## src/rtl/seg7_scan_decoder.sv

```systemverilog
// Watches a multiplexed active-low 7-segment bus, captures each digit once it has been stable,
// decodes it back to hex and emits complete display frames on a valid/ready interface.
module seg7_scan_decoder #(
  parameter int unsigned NUM_DIGITS    = 4,
  parameter int unsigned STABLE_CYCLES = 4
) (
  input  logic                    clk,
  input  logic                    rst_n,
  input  logic [6:0]              seg_n,
  input  logic [NUM_DIGITS-1:0]   an_n,
  input  logic                    out_ready,
  output logic                    out_valid,
  output logic [4*NUM_DIGITS-1:0] out_data,
  output logic [NUM_DIGITS-1:0]   out_mask,
  output logic                    err,
  output logic                    overrun
);

  localparam int unsigned    CntW   = $clog2(STABLE_CYCLES + 1);
  localparam logic [CntW-1:0] CntMax = CntW'(STABLE_CYCLES);

  localparam logic [1:0] StUnstable = 2'd0;
  localparam logic [1:0] StWait     = 2'd1;
  localparam logic [1:0] StCapture  = 2'd2;
  localparam logic [1:0] StHeld     = 2'd3;

  logic [6:0]              seg_q;
  logic [NUM_DIGITS-1:0]   an_q;
  logic [1:0]              state_q, state_d;
  logic [CntW-1:0]         cnt_q, cnt_d, cnt_inc;
  logic [4*NUM_DIGITS-1:0] slot_data_q, slot_data_d;
  logic [NUM_DIGITS-1:0]   slot_mask_q, slot_mask_d;
  logic [NUM_DIGITS-1:0]   seen_q, seen_d, seen_upd;
  logic                    out_valid_q, out_valid_d;
  logic [4*NUM_DIGITS-1:0] out_data_q, out_data_d;
  logic [NUM_DIGITS-1:0]   out_mask_q, out_mask_d;
  logic                    err_q, err_d;
  logic                    overrun_q, overrun_d;

  logic                    changed;
  logic                    do_capture;
  logic [6:0]              pat;
  logic [4:0]              dec;
  logic [NUM_DIGITS-1:0]   an_act;
  logic                    an_none;
  logic                    an_multi;
  logic                    blank;
  logic                    frame_done;

  // Returns {hit, nibble}; nibble is zero when the pattern is not a hex glyph.
  function automatic logic [4:0] decode_hex(input logic [6:0] p);
    logic [4:0] r;
    r = 5'd0;
    case (p)
      7'h3F:   r = {1'b1, 4'h0};
      7'h06:   r = {1'b1, 4'h1};
      7'h5B:   r = {1'b1, 4'h2};
      7'h4F:   r = {1'b1, 4'h3};
      7'h66:   r = {1'b1, 4'h4};
      7'h6D:   r = {1'b1, 4'h5};
      7'h7D:   r = {1'b1, 4'h6};
      7'h07:   r = {1'b1, 4'h7};
      7'h7F:   r = {1'b1, 4'h8};
      7'h6F:   r = {1'b1, 4'h9};
      7'h77:   r = {1'b1, 4'hA};
      7'h7C:   r = {1'b1, 4'hB};
      7'h39:   r = {1'b1, 4'hC};
      7'h5E:   r = {1'b1, 4'hD};
      7'h79:   r = {1'b1, 4'hE};
      7'h71:   r = {1'b1, 4'hF};
      default: r = 5'd0;
    endcase
    return r;
  endfunction

  // The incoming sample is compared against the one already held, so the capture edge is the
  // (STABLE_CYCLES+1)th consecutive edge on which the bus carried the same value.
  assign changed = (seg_n != seg_q) || (an_n != an_q);
  assign cnt_inc = (cnt_q == CntMax) ? cnt_q : cnt_q + 1'b1;

  always_comb begin
    state_d    = state_q;
    cnt_d      = cnt_q;
    do_capture = 1'b0;
    if (changed) begin
      state_d = StUnstable;
      cnt_d   = CntW'(1);
    end else begin
      case (state_q)
        StUnstable, StWait: begin
          cnt_d   = cnt_inc;
          state_d = (cnt_inc == CntMax) ? StCapture : StWait;
        end
        StCapture: begin
          do_capture = 1'b1;
          state_d    = StHeld;
        end
        StHeld:  state_d = StHeld;
        default: state_d = StUnstable;
      endcase
    end
  end

  assign pat      = ~seg_q;
  assign dec      = decode_hex(pat);
  assign an_act   = ~an_q;
  assign an_none  = (an_act == '0);
  assign an_multi = |(an_act & (an_act - NUM_DIGITS'(1)));
  assign blank    = (pat == 7'h00);

  always_comb begin
    slot_data_d = slot_data_q;
    slot_mask_d = slot_mask_q;
    seen_upd    = seen_q;
    err_d       = 1'b0;
    if (do_capture && !an_none) begin
      if (an_multi) begin
        err_d = 1'b1;
      end else begin
        for (int unsigned i = 0; i < NUM_DIGITS; i++) begin
          if (an_act[i]) begin
            slot_data_d[4*i +: 4] = dec[3:0];
            slot_mask_d[i]        = dec[4];
            seen_upd[i]           = 1'b1;
          end
        end
        err_d = !dec[4] && !blank;
      end
    end
  end

  // seen_q is cleared whenever it would fill, so all-ones here only follows a fresh capture.
  assign frame_done = &seen_upd;
  assign seen_d     = frame_done ? '0 : seen_upd;

  always_comb begin
    out_valid_d = out_valid_q;
    out_data_d  = out_data_q;
    out_mask_d  = out_mask_q;
    overrun_d   = 1'b0;
    if (frame_done) begin
      out_valid_d = 1'b1;
      out_data_d  = slot_data_d;
      out_mask_d  = slot_mask_d;
      overrun_d   = out_valid_q && !out_ready;
    end else if (out_valid_q && out_ready) begin
      out_valid_d = 1'b0;
    end
  end

  always_ff @(posedge clk or negedge rst_n) begin
    if (!rst_n) begin
      seg_q       <= '1;
      an_q        <= '1;
      state_q     <= StUnstable;
      cnt_q       <= '0;
      slot_data_q <= '0;
      slot_mask_q <= '0;
      seen_q      <= '0;
      out_valid_q <= 1'b0;
      out_data_q  <= '0;
      out_mask_q  <= '0;
      err_q       <= 1'b0;
      overrun_q   <= 1'b0;
    end else begin
      seg_q       <= seg_n;
      an_q        <= an_n;
      state_q     <= state_d;
      cnt_q       <= cnt_d;
      slot_data_q <= slot_data_d;
      slot_mask_q <= slot_mask_d;
      seen_q      <= seen_d;
      out_valid_q <= out_valid_d;
      out_data_q  <= out_data_d;
      out_mask_q  <= out_mask_d;
      err_q       <= err_d;
      overrun_q   <= overrun_d;
    end
  end

  assign out_valid = out_valid_q;
  assign out_data  = out_data_q;
  assign out_mask  = out_mask_q;
  assign err       = err_q;
  assign overrun   = overrun_q;

endmodule

```

## config.mk

```make
export PLATFORM = sky130hd
export DESIGN_NAME = seg7_scan_decoder
export DESIGN_NICKNAME = d
export VERILOG_FILES = /design/src/rtl/seg7_scan_decoder.sv
export SDC_FILE = /design/constraint.sdc
export NUM_CORES = 1
export LEC_CHECK = 0
export ABC_CLOCK_PERIOD_IN_PS = 3600
export BUFFER_PORTS_ARGS = -buffer_cell sky130_fd_sc_hd__buf_4
export CAP_MARGIN = 20
export CORE_MARGIN = 1
export CORE_UTILIZATION = 40
export CTS_CLUSTER_DIAMETER = 40
export DETAILED_ROUTE_END_ITERATION = 10
export SYNTH_ARGS = -nofsm -noshare
export SYNTH_HDL_FRONTEND = slang
export SYNTH_SLANG_ARGS = --single-unit
```

## constraint.sdc

```tcl
create_clock -name clk -period 3.6 [get_ports clk]
set_clock_uncertainty 0.2 [all_clocks]
set_input_delay 0.36 -clock clk [delete_from_list [all_inputs] [get_ports clk]]
set_output_delay 0.36 -clock clk [all_outputs]
set_load 0.05 [all_outputs]
```

=== After elaboration in Yosys (flattened, before gate mapping) ===
Index checks and enable logic that the tools add are counted.

* Register bits after elaboration: 63
* Bits of input ports: 14
* Output and inout bits: 23
* Word-level logic and storage cells: 91

* $add $sub $neg: 2
* Equality and inequality tests: 23
* Mux-type cells: 33
* Bitwise gates (word level): 3
* Reduce and logical (&&, ||, !) cells: 18

{| class="wikitable"
|+ Operators with widths
! cell !! count
|-
| equality test 7 bit, second input constant || 12
|-
| one-hot mux 5 bit (16 select lines) || 1
|-
| two-way mux 4 bit || 9
|-
| two-way mux 16 bit || 2
|-
| two-way mux 1 bit || 15
|-
| equality test 7 x 3 -> 1 bit, second input constant || 2
|-
| equality test 7 x 6 -> 1 bit, second input constant || 2
|-
| two-way mux 3 bit || 3
|-
| logical NOT 7 bit || 1
|-
| inequality test 7 bit || 1
|-
| NOT 7 bit || 1
|-
| equality test 3 bit, second input constant || 2
|-
| bitwise AND 4 bit || 1
|-
| equality test 2 bit, second input constant || 2
|-
| logical AND 1 bit || 4
|-
| logical NOT 1 bit || 4
|-
| logical NOT 4 bit || 1
|-
| two-way mux 2 bit || 2
|-
| inequality test 4 bit || 1
|-
| NOT 4 bit || 1
|-
| one-hot mux 2 bit (2 select lines) || 1
|-
| AND reduction 4 bit || 1
|-
| nonzero test 2 bit || 2
|-
| OR reduction 2 bit || 2
|-
| other kinds (6) || 6
|}

=== Logic depth before layout (Yosys ltp) ===
Gate-level depths: netlist (run 1).

* Depth in word-level cells: 8
* Gate-level depth with buffers: 8
* Mapped depth without buffers: 8

=== Least setup slack after synthesis (run 1) ===
Ideal clock, no wire load.

* Kind: reg2reg
* From: register an_q[3]
* To: register out_mask_q[3], in the netlist out_mask[3]
* Library setup time: 0.127 ns
* Arrival time: 2.477 ns
* Data required time: 3.273 ns
* Setup slack: 0.796 ns
* Cell stages (with the launch flop): 9
* Path buffers: 2
* Period minus slack after synthesis: 2.804 ns
* Path through: dfstp_2 > buf_2 > xnor2_2 > nand3_2 > or3_1 > clkbuf_1 > nor4_2 > mux2_2 > mux2_1

* Elaborated cells between the ends (all ways): 17
* Classes of those cells: add/sub (1); eq/ne (1); mux (7); bitwise (2); reduce/logical (6)

{| class="wikitable"
|+ RTL lines
! item !! line !! text
|-
| from (decl) || 28 || <nowiki>logic [NUM_DIGITS-1:0] an_q;</nowiki>
|-
| from (signal assigned) || 167 || <nowiki>an_q <= an_n;</nowiki>
|-
| NOT 4 bit || 106 || <nowiki>assign an_act = ~an_q;</nowiki>
|-
| subtractor 4 x 1 -> 4 bit || 108 || <nowiki>assign an_multi = |(an_act & (an_act - NUM_DIGITS'(1)));</nowiki>
|-
| bitwise AND 4 bit || 108 ||
|-
| OR reduction 4 bit || 108 ||
|-
| two-way mux 4 bit || 117 || <nowiki>if (an_multi) begin</nowiki>
|-
| two-way mux 4 bit (*) || 116 || <nowiki>if (do_capture && !an_none) begin</nowiki>
|-
| net slot_mask_d[3] || 32 || <nowiki>logic [NUM_DIGITS-1:0] slot_mask_q, slot_mask_d;</nowiki>
|-
| to (signal assigned) || 175 || <nowiki>out_mask_q <= out_mask_d;</nowiki>
|-
| to (decl) || 36 || <nowiki>logic [NUM_DIGITS-1:0] out_mask_q, out_mask_d;</nowiki>
|}

The timed path passes the listed nets; every way through them passes the cells marked *.
A chain may end at the register's enable or synchronous reset.

=== Worst setup path after layout (run 1) ===
* From: input port an_n[1]
* To: register out_data_q[15], in the netlist out_data[15]

* Longest elaborated chain between the ends: 6
* Elaborated cells between the ends (all ways): 7
* Classes of those cells: eq/ne (1); mux (3); reduce/logical (3)

{| class="wikitable"
|+ Ends and longest elaborated chain
! item !! line !! text
|-
| from (decl) || 10 || <nowiki>input logic [NUM_DIGITS-1:0] an_n,</nowiki>
|-
| inequality test 4 bit (*) || 78 || <nowiki>assign changed = (seg_n != seg_q) || (an_n != an_q);</nowiki>
|-
| logical OR 1 bit (*) || 78 ||
|-
| two-way mux 1 bit (*) || 85 || <nowiki>if (changed) begin</nowiki>
|-
| logical AND 1 bit (*) || 116 ||
|-
| two-way mux 4 bit || 116 ||
|-
| AND reduction 4 bit || 133 || <nowiki>assign frame_done = &seen_upd;</nowiki>
|-
| to (signal assigned) || 174 || <nowiki>out_data_q <= out_data_d;</nowiki>
|-
| to (decl) || 35 || <nowiki>logic [4*NUM_DIGITS-1:0] out_data_q, out_data_d;</nowiki>
|}

Every way passes the cells marked *; elsewhere a longest branch is shown, timed or not.

==> run_results.csv, run 1 <==
group,metric,value,unit
setup_path,reg2regPathDepth,7,
routing,wire_per_inst,15.4,um
power,p_sw_frac,0.222,
global_route,antenna_found_initial,0,
layout,drive_above_1_share,0.354,
worst_hold_path,hold_depth,3,
synth,synth_adder_area_share,0.00807,
synth,synth_area,3100,um2
global_route,grt_first_pass_wirelength,10300,um
routing,drc_errors,0,
cts,cts.sinks,63,
timing,setup_viol,0,
synth,synth.area.top_cells,"dfrtp_1, mux2_2, dfstp_2",
cts,cts_tree,"done",
synth,synth_compound_area_frac,0.0569,
cts,clock_latency,340,ps
layout,nFillCells,676,
global_route,grt_pass1_vias,1992,
timing,fin_crit_sh,0.886,
routing,vias,2056,
timing,slew_viol_final,0,
power,p_int,1220,uW
place,gp_congestion,0.831,
synth,synth.area.mux_share,0.148,
job,max_cap_violations,0,
synth,synth_top_family_by_area,"simple AND/OR/NAND/NOR gates",
synth,syn_inst,252,
power,peakVddDrop,256,uV
floorplanning,rows,31,
routing,ant_nets,0,
setup_path,cp-end-kind,"flop",
outcome,status,"complete, no violations",
layout,diodes,0,
synth,yosysTopAreaCellShare,0.420,
timing,fmax,314,MHz
floorplanning,start_util,0.421,
synth,yosysTopAreaCell,"dfrtp_1",
timing,hold_viol,0,
power,comb_power_share,0.060,
synth,synth.net_count,268,
global_route,grt_use_total,0.165,
cts,clock-root-buffer,"clkbuf_8",
cts,post_cts_buffers,0,
cts,cts_max_path_buffers,2,
setup_path,critPathLaunchType,"primary input",
global_route,grt_start_max_net_pins,64,
floorplanning,die_w,90.1,um
synth,ys_types,49,
cts,numCtsBuffers,9,
power,cellLeakagePower,0.00181,uW
place,dp_hpwl,4150,um
floorplanning,die_area,8110,um2
place,io_buffer_count,36,
timing,tns,0,ps
power,p_switching,349,uW
timing,rsz0062_at_grt,"no",
floorplanning,die_h,90.1,um
synth,synth.avg_cell_area,12.3,um2
synth,synth_xor_area_frac,0.0464,
layout,final_nets,313,
setup_path,crit_arrival,3200,ps
routing,totalWireLength,6190,um
timing,maxSlewHeadroom,0.483,
cts,clk_pin_slew_worst_paths,70,ps
routing,first_iter_violations,77,
setup_path,cp.required,3620,ps
setup_path,crit_path_max_fanout,24,
synth,yosysSeqAreaShare,0.513,
timing,worst_pin_slew,775,ps
power,power.density,416,nW/um2
setup_path,r2r_slack,510,ps
global_route,grt_remaining_overflow,0,
worst_hold_path,hp-class,"primary input to flop",
layout,register_area,1590,um2
power,pwr-share-clk,0.468,
floorplanning,pin_count,37,
power,p_total,1570,uW
routing,viasPerCell,5.13,
layout,area_growth,21.9,%
power,seq_power_share,0.472,
routing,dr.pass1.iters,4,
timing,min_period,3190,ps
synth,synthSimpleGateAreaFrac,0.197,
floorplanning,coreArea,7370,um2
setup_path,path_class,"primary input to flop",
cts,htree_levels,3,
synth,synth-seq-cells,63,
synth,yosysWarnings,0,
layout,multi_input_area,1410,um2
[kinds of logic after synthesis]
family | Yosys count
AND/OR/NAND/NOR | 89
flip-flops | 63
multiplexers | 41
AO/OA/AOI/OAI | 24
buffers and inverters | 20
XOR/XNOR | 13
adder cells (fa/ha/maj) | 2
[Yosys cell counts, drive strengths merged]
cell type and number:
a211oi 1, a21o 1, a21oi 3, a221o 1, a22oi 2, a2bb2oi 1, a32oi 1, a41oi 1
and3 3, and3b 2, and4b 1, buf 10, clkbuf 5, dfrtp 52, dfstp 11, ha 2
inv 5, mux2 38, mux2i 3, nand2 4, nand2b 4, nand3 8, nand3b 1, nand4 8
nand4b 3, nor2 25, nor2b 6, nor3 4, nor3b 6, nor4 7, nor4bb 4, o2111ai 1
o211ai 1, o21ai 8, o22ai 1, o2bb2ai 1, o32a 1, or3 3, xnor2 12, xor2 1
[power by group through the flow]
stage / Combinational, uW / Clock (uW) / Sequential, uW
5_1_grt: 105 / 787 / 745
4_1_cts: 96.7 / 757 / 742
3_3_place_gp: 85.7 / 0 / 754
3_5_place_dp: 86.2 / 0 / 755
6_report: 94.7 / 736 / 743
2_1_floorplan: 64.0 / 0 / 736
[stage by stage]
step / area [um2] / worst slack [ps] / hold WS, ps / util / std cells
2_1_floorplan: 3100 / 796 / -136 / - / 252
3_3_place_gp: 3420 / 525 / 273 / 0.465 / 373
3_5_place_dp: 3420 / 488 / 278 / 0.465 / 373
4_1_cts: 3780 / 426 / 95.8 / 0.513 / 401
5_1_grt: 3780 / 260 / 118 / 0.513 / 401
6_report: 3780 / 412 / 115 / 0.513 / 401
[state kept, by name, summed over array words and instances, names as in the netlist]
| signal | cells |
|---|---|
| seg_q | 7 |
| err | 1 |
| state_q | 2 |
| out_mask | 4 |
| cnt_q | 3 |
| out_valid | 1 |
| an_q | 4 |
| overrun | 1 |
| slot_data_q | 16 |
| out_data | 16 |
| seen_q | 4 |
| slot_mask_q | 4 |
[path summary, 6_finish.rpt]
path | end | startpoint
worst max-delay path | out_data[15] | an_n[1]
worst min-delay path | overrun | out_ready
worst max register to register | out_data[15] | seg_q[6]
worst min register to register | out_data[11] | out_data[11]
max in group asynchronous | state_q[0] | rst_n
min in group asynchronous | out_valid | rst_n
[cells in the final DEF, fill, tap and decap left out, types with 3 or more instances in the layout]
cell           instances
nor4_4                 4
nor2_1                25
dfrtp_1               52
mux2i_1                3
clkbuf_8               9
inv_1                  5
nand2_1                4
or3_1                  3
mux2_2                30
xnor2_1                8
and3_1                 3
dlygate4sd3_1         12
nand4_1                7
nor4bb_1               4
nor2b_1                6
xnor2_2                4
a21oi_1                3
nand2b_1               4
nand4b_1               3
buf_4                 37
dfstp_2               11
nor3_1                 3
o21ai_0                8
bufinv_16              3
mux2_1                 8
nand3_1                7
nor3b_1                6
[critical path, stage by stage]
cell and delay [ps]:
dlygate4sd3_1 530, buf_4 140, xnor2_1 260, nand4_2 270, nor4_4 550, nor2_1 180
nor3_4 190, buf_4 330, mux2_2 380
[layer usage]
layer,share of wire,vias up,GRT usage,wire length (um)
li1,-,1008,-,-
met4,0.015,0,0.0645,93
met2,0.45,49,0.237,2790
met1,0.49,991,0.235,3060
met3,0.040,8,0.0448,246
met5,0,-,0,0
[final cells by class]
class | count | share of cell area
Clock buffer | 11 | 0.0347
Clock inverter | 5 | 0.0281
Inverter | 5 | 0.00496
Multi-Input combinational cell | 169 | 0.374
Sequential cell | 63 | 0.420
Tap cell | 99 | 0.0327
Timing Repair Buffer | 49 | 0.105
[timing repair]
item / in CTS / in global routing
hold buffers: 12 / 0
gates resized for setup: 0 / 0
hold endpoints to repair: 63 / 0
setup endpoints to repair: 0 / 0
Power figures use the tool's default switching activity.
==> inputs of run 2 (changes only) <==
--- a/config.mk
+++ b/config.mk
@@ -11,5 +11,6 @@
 export CORE_MARGIN = 1
-export CORE_UTILIZATION = 40
+export CORE_UTILIZATION = 57
 export CTS_CLUSTER_DIAMETER = 40
 export DETAILED_ROUTE_END_ITERATION = 10
+export PLACE_DENSITY = 0.88
 export SYNTH_ARGS = -nofsm -noshare
==> constraint.sdc (replaced) <==
create_clock -name clk -period 3.6 [get_ports clk]
set_clock_uncertainty 0.2 [all_clocks]
set_input_delay 0.72 -clock clk [delete_from_list [all_inputs] [get_ports clk]]
set_output_delay 0.72 -clock clk [all_outputs]
set_load 0.05 [all_outputs]
==> run_results.csv, run 2 (same netlist as run 1, synthesis figures left out) <==
group,metric,value,unit
outcome,status,"complete, no violations",
timing,tns,0,ps
timing,fin_ws,589,ps
routing,ant_nets,0,
setup_path,r2r_slack,590,ps
timing,maxSlewHeadroom,0.492,
layout,drive_above_1_share,0.375,
power,p_total,1430,uW
cts,post_cts_buffers,0,
timing,rsz0062_at_grt,"no",
floorplanning,coreArea,5170,um2
routing,viasPerCell,5.78,
setup_path,reg2regPathDepth,6,
global_route,antenna_found_initial,0,
cts,cts_tree,"done",
setup_path,critPathLaunchType,"flop",
floorplanning,start_util,0.600,
layout,diodes,0,
place,gp_congestion,0.809,
layout,nFillCells,355,
place,dp_hpwl,4050,um
setup_path,critPathCapture,"out_mask[3]",
routing,wire_per_inst,16.3,um
power,power.density,397,nW/um2
setup_path,cp-end-kind,"flop",
routing,first_iter_violations,305,
layout,finish.utilization,0.697,
routing,dr.pass1.iters,4,
layout,area_growth,16.3,%
setup_path,r2r-end,"out_mask[3]",
floorplanning,die_area,5740,um2
floorplanning,die_h,75.8,um
cts,cts-hold-fix-buffers,0,
setup_path,crit_path_max_fanout,11,
cts,clock_latency,340,ps
job,max_cap_violations,0,
timing,slew_viol_final,0,
cts,htree_levels,3,
floorplanning,pin_count,37,
timing,worst_pin_slew,763,ps
timing,whs,256,ps
floorplanning,die_w,75.8,um
global_route,grt_first_pass_wirelength,9780,um
power,cellLeakagePower,0.00176,uW
setup_path,r2r-start,"seg_q[2]",
global_route,grt_use_total,0.237,
timing,min_period,3010,ps
routing,drc_errors,0,
setup_path,cp.required,3620,ps
cts,cts_resized,0,
power,peakVddDrop,345,uV
cts,clk_pin_slew_worst_paths,70,ps
layout,final_nets,302,
cts,clock-root-buffer,"clkbuf_8",
global_route,grt_pass1_vias,2037,
layout,layout_common_cells,"dfrtp_1, buf_4, mux2_2",
setup_path,crit_arrival,3030,ps
place,pre_cts_ws,313,ps
place,io_buffer_count,36,
setup_path,path_class,"flop to flop",
timing,setup_viol,0,
cts,numCtsBuffers,9,
timing,fmax,332,MHz
global_route,grt_start_max_net_pins,64,
worst_hold_path,hp-class,"primary input to async pin",
setup_path,crit_start,"seg_q[2]",
cts,cts.sinks,63,
routing,totalWireLength,5900,um
global_route,grt_remaining_overflow,0,
timing,fin_crit_sh,0.836,
floorplanning,rows,26,
routing,vias,2086,
layout,layout_commonest_cell,"dfrtp_1",
timing,hold_viol,0,
cts,cts_max_path_buffers,2,
## run 2: final cells by class
cell class                 instances  area (um2)  share of cell area
sequential                        63        1590               0.441
multi-input combinational        169        1410               0.392
clock inverter                     5        56.3              0.0156
tap                               70        87.6              0.0243
clock buffer                      11         141              0.0392
timing repair buffer              38         298              0.0826
inverter                           5        18.8             0.00520
## run 2: critical path: stages (launching register included)
cell,delay [ps]
dfstp_2,660
xnor2_1,220
nand4_1,240
or3_1,490
nor4_2,380
mux2_2,410
mux2_1,300
## run 2: metal layers
layer,global-route usage,vias to the layer above,part of all wire
met2,0.377,86,0.49
met5,0,-,0
met1,0.307,1013,0.44
met3,0.0780,9,0.065
met4,0.0823,0,0.014
li1,-,978,-
## run 2: how the worst min path moves through the flow
stage                            start            to  slack [ps]
after floorplan                  rst_n      cnt_q[0]         220
after global placement    out_data[14]  out_data[14]         270
after detailed placement  out_data[10]  out_data[10]         280
after CTS                        rst_n  out_data[11]         270
after global routing          seg_n[4]      seg_q[4]         280
final                            rst_n       overrun         260
## run 2: where the power goes
| part | internal, uW | total, uW | switching (uW) | leakage, uW |
|---|---|---|---|---|
| Clock | 339 | 606 | 268 | 0.0000997 |
| Combinational | 34.8 | 83.6 | 48.8 | 0.000820 |
| Sequential | 720 | 743 | 23.3 | 0.000837 |
| Total | 1090 | 1430 | 340 | 0.00176 |
## run 2: metrics by stage
step | area (um2) | cells
floorplan | 3100 | 252
global placement | 3410 | 345
detailed placement | 3410 | 345
CTS | 3610 | 361
global route | 3610 | 361
finish | 3610 | 361
==> inputs of run 3 (changes only) <==
ABC_CLOCK_PERIOD_IN_PS = 2750   (was 3600)
CORE_UTILIZATION = 52   (was 57)
PLACE_DENSITY = 0.85   (was 0.88)
clock period = 2.75 ns   (was 3.6 ns; I/O delays follow)
==> run_results.csv, run 3 (same netlist as run 1, synthesis figures left out) <==
group,metric,value,unit
global_route,antenna_found_initial,0,
cts,cts.sinks,63,
cts,clock-root-buffer,"clkbuf_8",
layout,finish.utilization,0.693,
floorplanning,pin_count,37,
layout,layout_common_cells,"buf_4, dfrtp_1, mux2_2",
setup_path,cp.required,2780,ps
layout,drive_above_1_share,0.448,
floorplanning,die_area,6280,um2
routing,met1_length,2710,um
floorplanning,start_util,0.550,
routing,wl_met2,3040,um
layout,nFillCells,406,
outcome,status,"complete, no violations",
setup_path,path_class,"flop to flop",
routing,wire_per_inst,16.0,um
routing,dr.pass1.iters,4,
timing,rsz0062_at_grt,"yes",
timing,min_period,2690,ps
global_route,grt_start_max_net_pins,64,
routing,first_iter_violations,145,
setup_path,crit_path_max_fanout,4,
setup_path,crit_slowest_cell,"dfstp_2",
floorplanning,rows,27,
routing,ant_nets,0,
timing,maxSlewHeadroom,0.496,
setup_path,crit_chain,"xnor2_2 > nand4_1 > nor4_4 > buf_4 > nand4_1 > mux2_4 > mux2_4",
global_route,grt_pass1_vias,2156,
timing,setup_viol,0,
power,cellLeakagePower,0.00195,uW
timing,fin_crit_sh,0.979,
layout,register_area,1590,um2
routing,top_layer_used,"met4",
layout,area_growth,26.0,%
setup_path,critPathLaunchType,"flop",
floorplanning,die_w,79.2,um
job,max_cap_violations,0,
global_route,grt_use_total,0.224,
cts,clock_latency,350,ps
layout,final_nets,328,
setup_path,cp-end-kind,"flop",
floorplanning,coreArea,5640,um2
place,dp_hpwl,4270,um
layout,layout_commonest_cell,"buf_4",
timing,worst_pin_slew,756,ps
cts,cts_tree,"done",
setup_path,max_stage_delay,550,ps
cts,cts_max_path_buffers,2,
timing,slew_viol_final,0,
timing,hold_viol,0,
routing,viasPerCell,5.49,
power,p_total,2030,uW
place,pre_cts_ws,-154,ps
routing,wl_met3,299,um
cts,numCtsBuffers,9,
setup_path,crit_arrival,2720,ps
cts,htree_levels,3,
global_route,grt_first_pass_wirelength,10200,um
place,gp_congestion,0.852,
power,peakVddDrop,409,uV
place,io_buffer_count,36,
floorplanning,die_h,79.2,um
worst_hold_path,hp-class,"primary input to async pin",
cts,clk_pin_slew_worst_paths,80,ps
power,power.density,519,nW/um2
routing,vias,2134,
timing,whs,61.6,ps
timing,fmax,371,MHz
layout,diodes,0,
routing,totalWireLength,6210,um
routing,drc_errors,0,
global_route,grt_remaining_overflow,0,
timing,fin_ws,57.4,ps
layout,multi_input_area,1490,um2
==> run 3: changes by cell type in the layout (fill, tap and decap cells not counted), sizes merged <==
cell      before  now
buf           38   64
bufinv         1    2
clkbuf        11   10
clkinvlp       1    0
clkinv         2    3
==> run 3: worst paths after layout <==
| check | from | to | slack, ps | depth (start not counted) |
|---|---|---|---|---|
| setup / recovery | an_q[0] | out_mask[2] | 60 | 7 |
| hold / removal | rst_n | out_data[0] | 60 | 1 |
| setup reg to reg | an_q[0] | out_mask[2] | 60 | 7 |
| hold reg to reg | out_data[14] | out_data[14] | 290 | 1 |
| max in group asynchronous | rst_n | err | 1770 | 1 |
| min in group clk | seg_n[6] | seg_q[6] | 130 | 1 |
==> run 3: critical path: cells and delay by family, from the launching register on <==
| kind | cells | cell delay (ps) |
|---|---|---|
| simple gates | 3 | 870 |
| buf+inv | 1 | 180 |
| flops | 1 | 550 |
| mux | 2 | 630 |
| xor+xnor | 1 | 150 |
==> run 3: area by class of cell <==
class                   instances  area share
inverters                       5     0.00480
well taps                      72      0.0231
flip-flops and latches         63       0.407
clock inverters                 6      0.0234
repair buffers                 64       0.126
clock buffers                  10      0.0352
multi-input cells             169       0.380
==> run 3: routing by layer <==
metal  vias up  global-route usage
li1       1032                   -
met1      1031               0.273
met2        56               0.365
met3        15              0.0621
met4         0               0.113
met5         -                   0
==> run 3: power breakdown <==
part / leakage, uW / total (uW) / internal [uW] / switching (uW)
Sequential: 0.000837 / 951 / 942 / 9.24
Clock: 0.000117 / 911 / 539 / 372
Combinational: 0.000992 / 166 / 70.5 / 95.8
Total: 0.00195 / 2030 / 1550 / 477
==> run 3: what timing repair did <==
item / in CTS / in global routing
buffers inserted: 0 / 1
resized for setup: 0 / 4
endpoints found under the setup margin: 0 / 15
hold buffers: 0 / 0
==> run 3: stage by stage <==
step | TNS, ps | instance area, um2 | instances
3_5_place_dp | -1450 | 3650 | 372
2_1_floorplan | 0 | 3160 | 252
3_3_place_gp | -897 | 3650 | 372
6_report | 0 | 3910 | 389
5_1_grt | -135 | 3910 | 389
4_1_cts | 0 | 3880 | 388
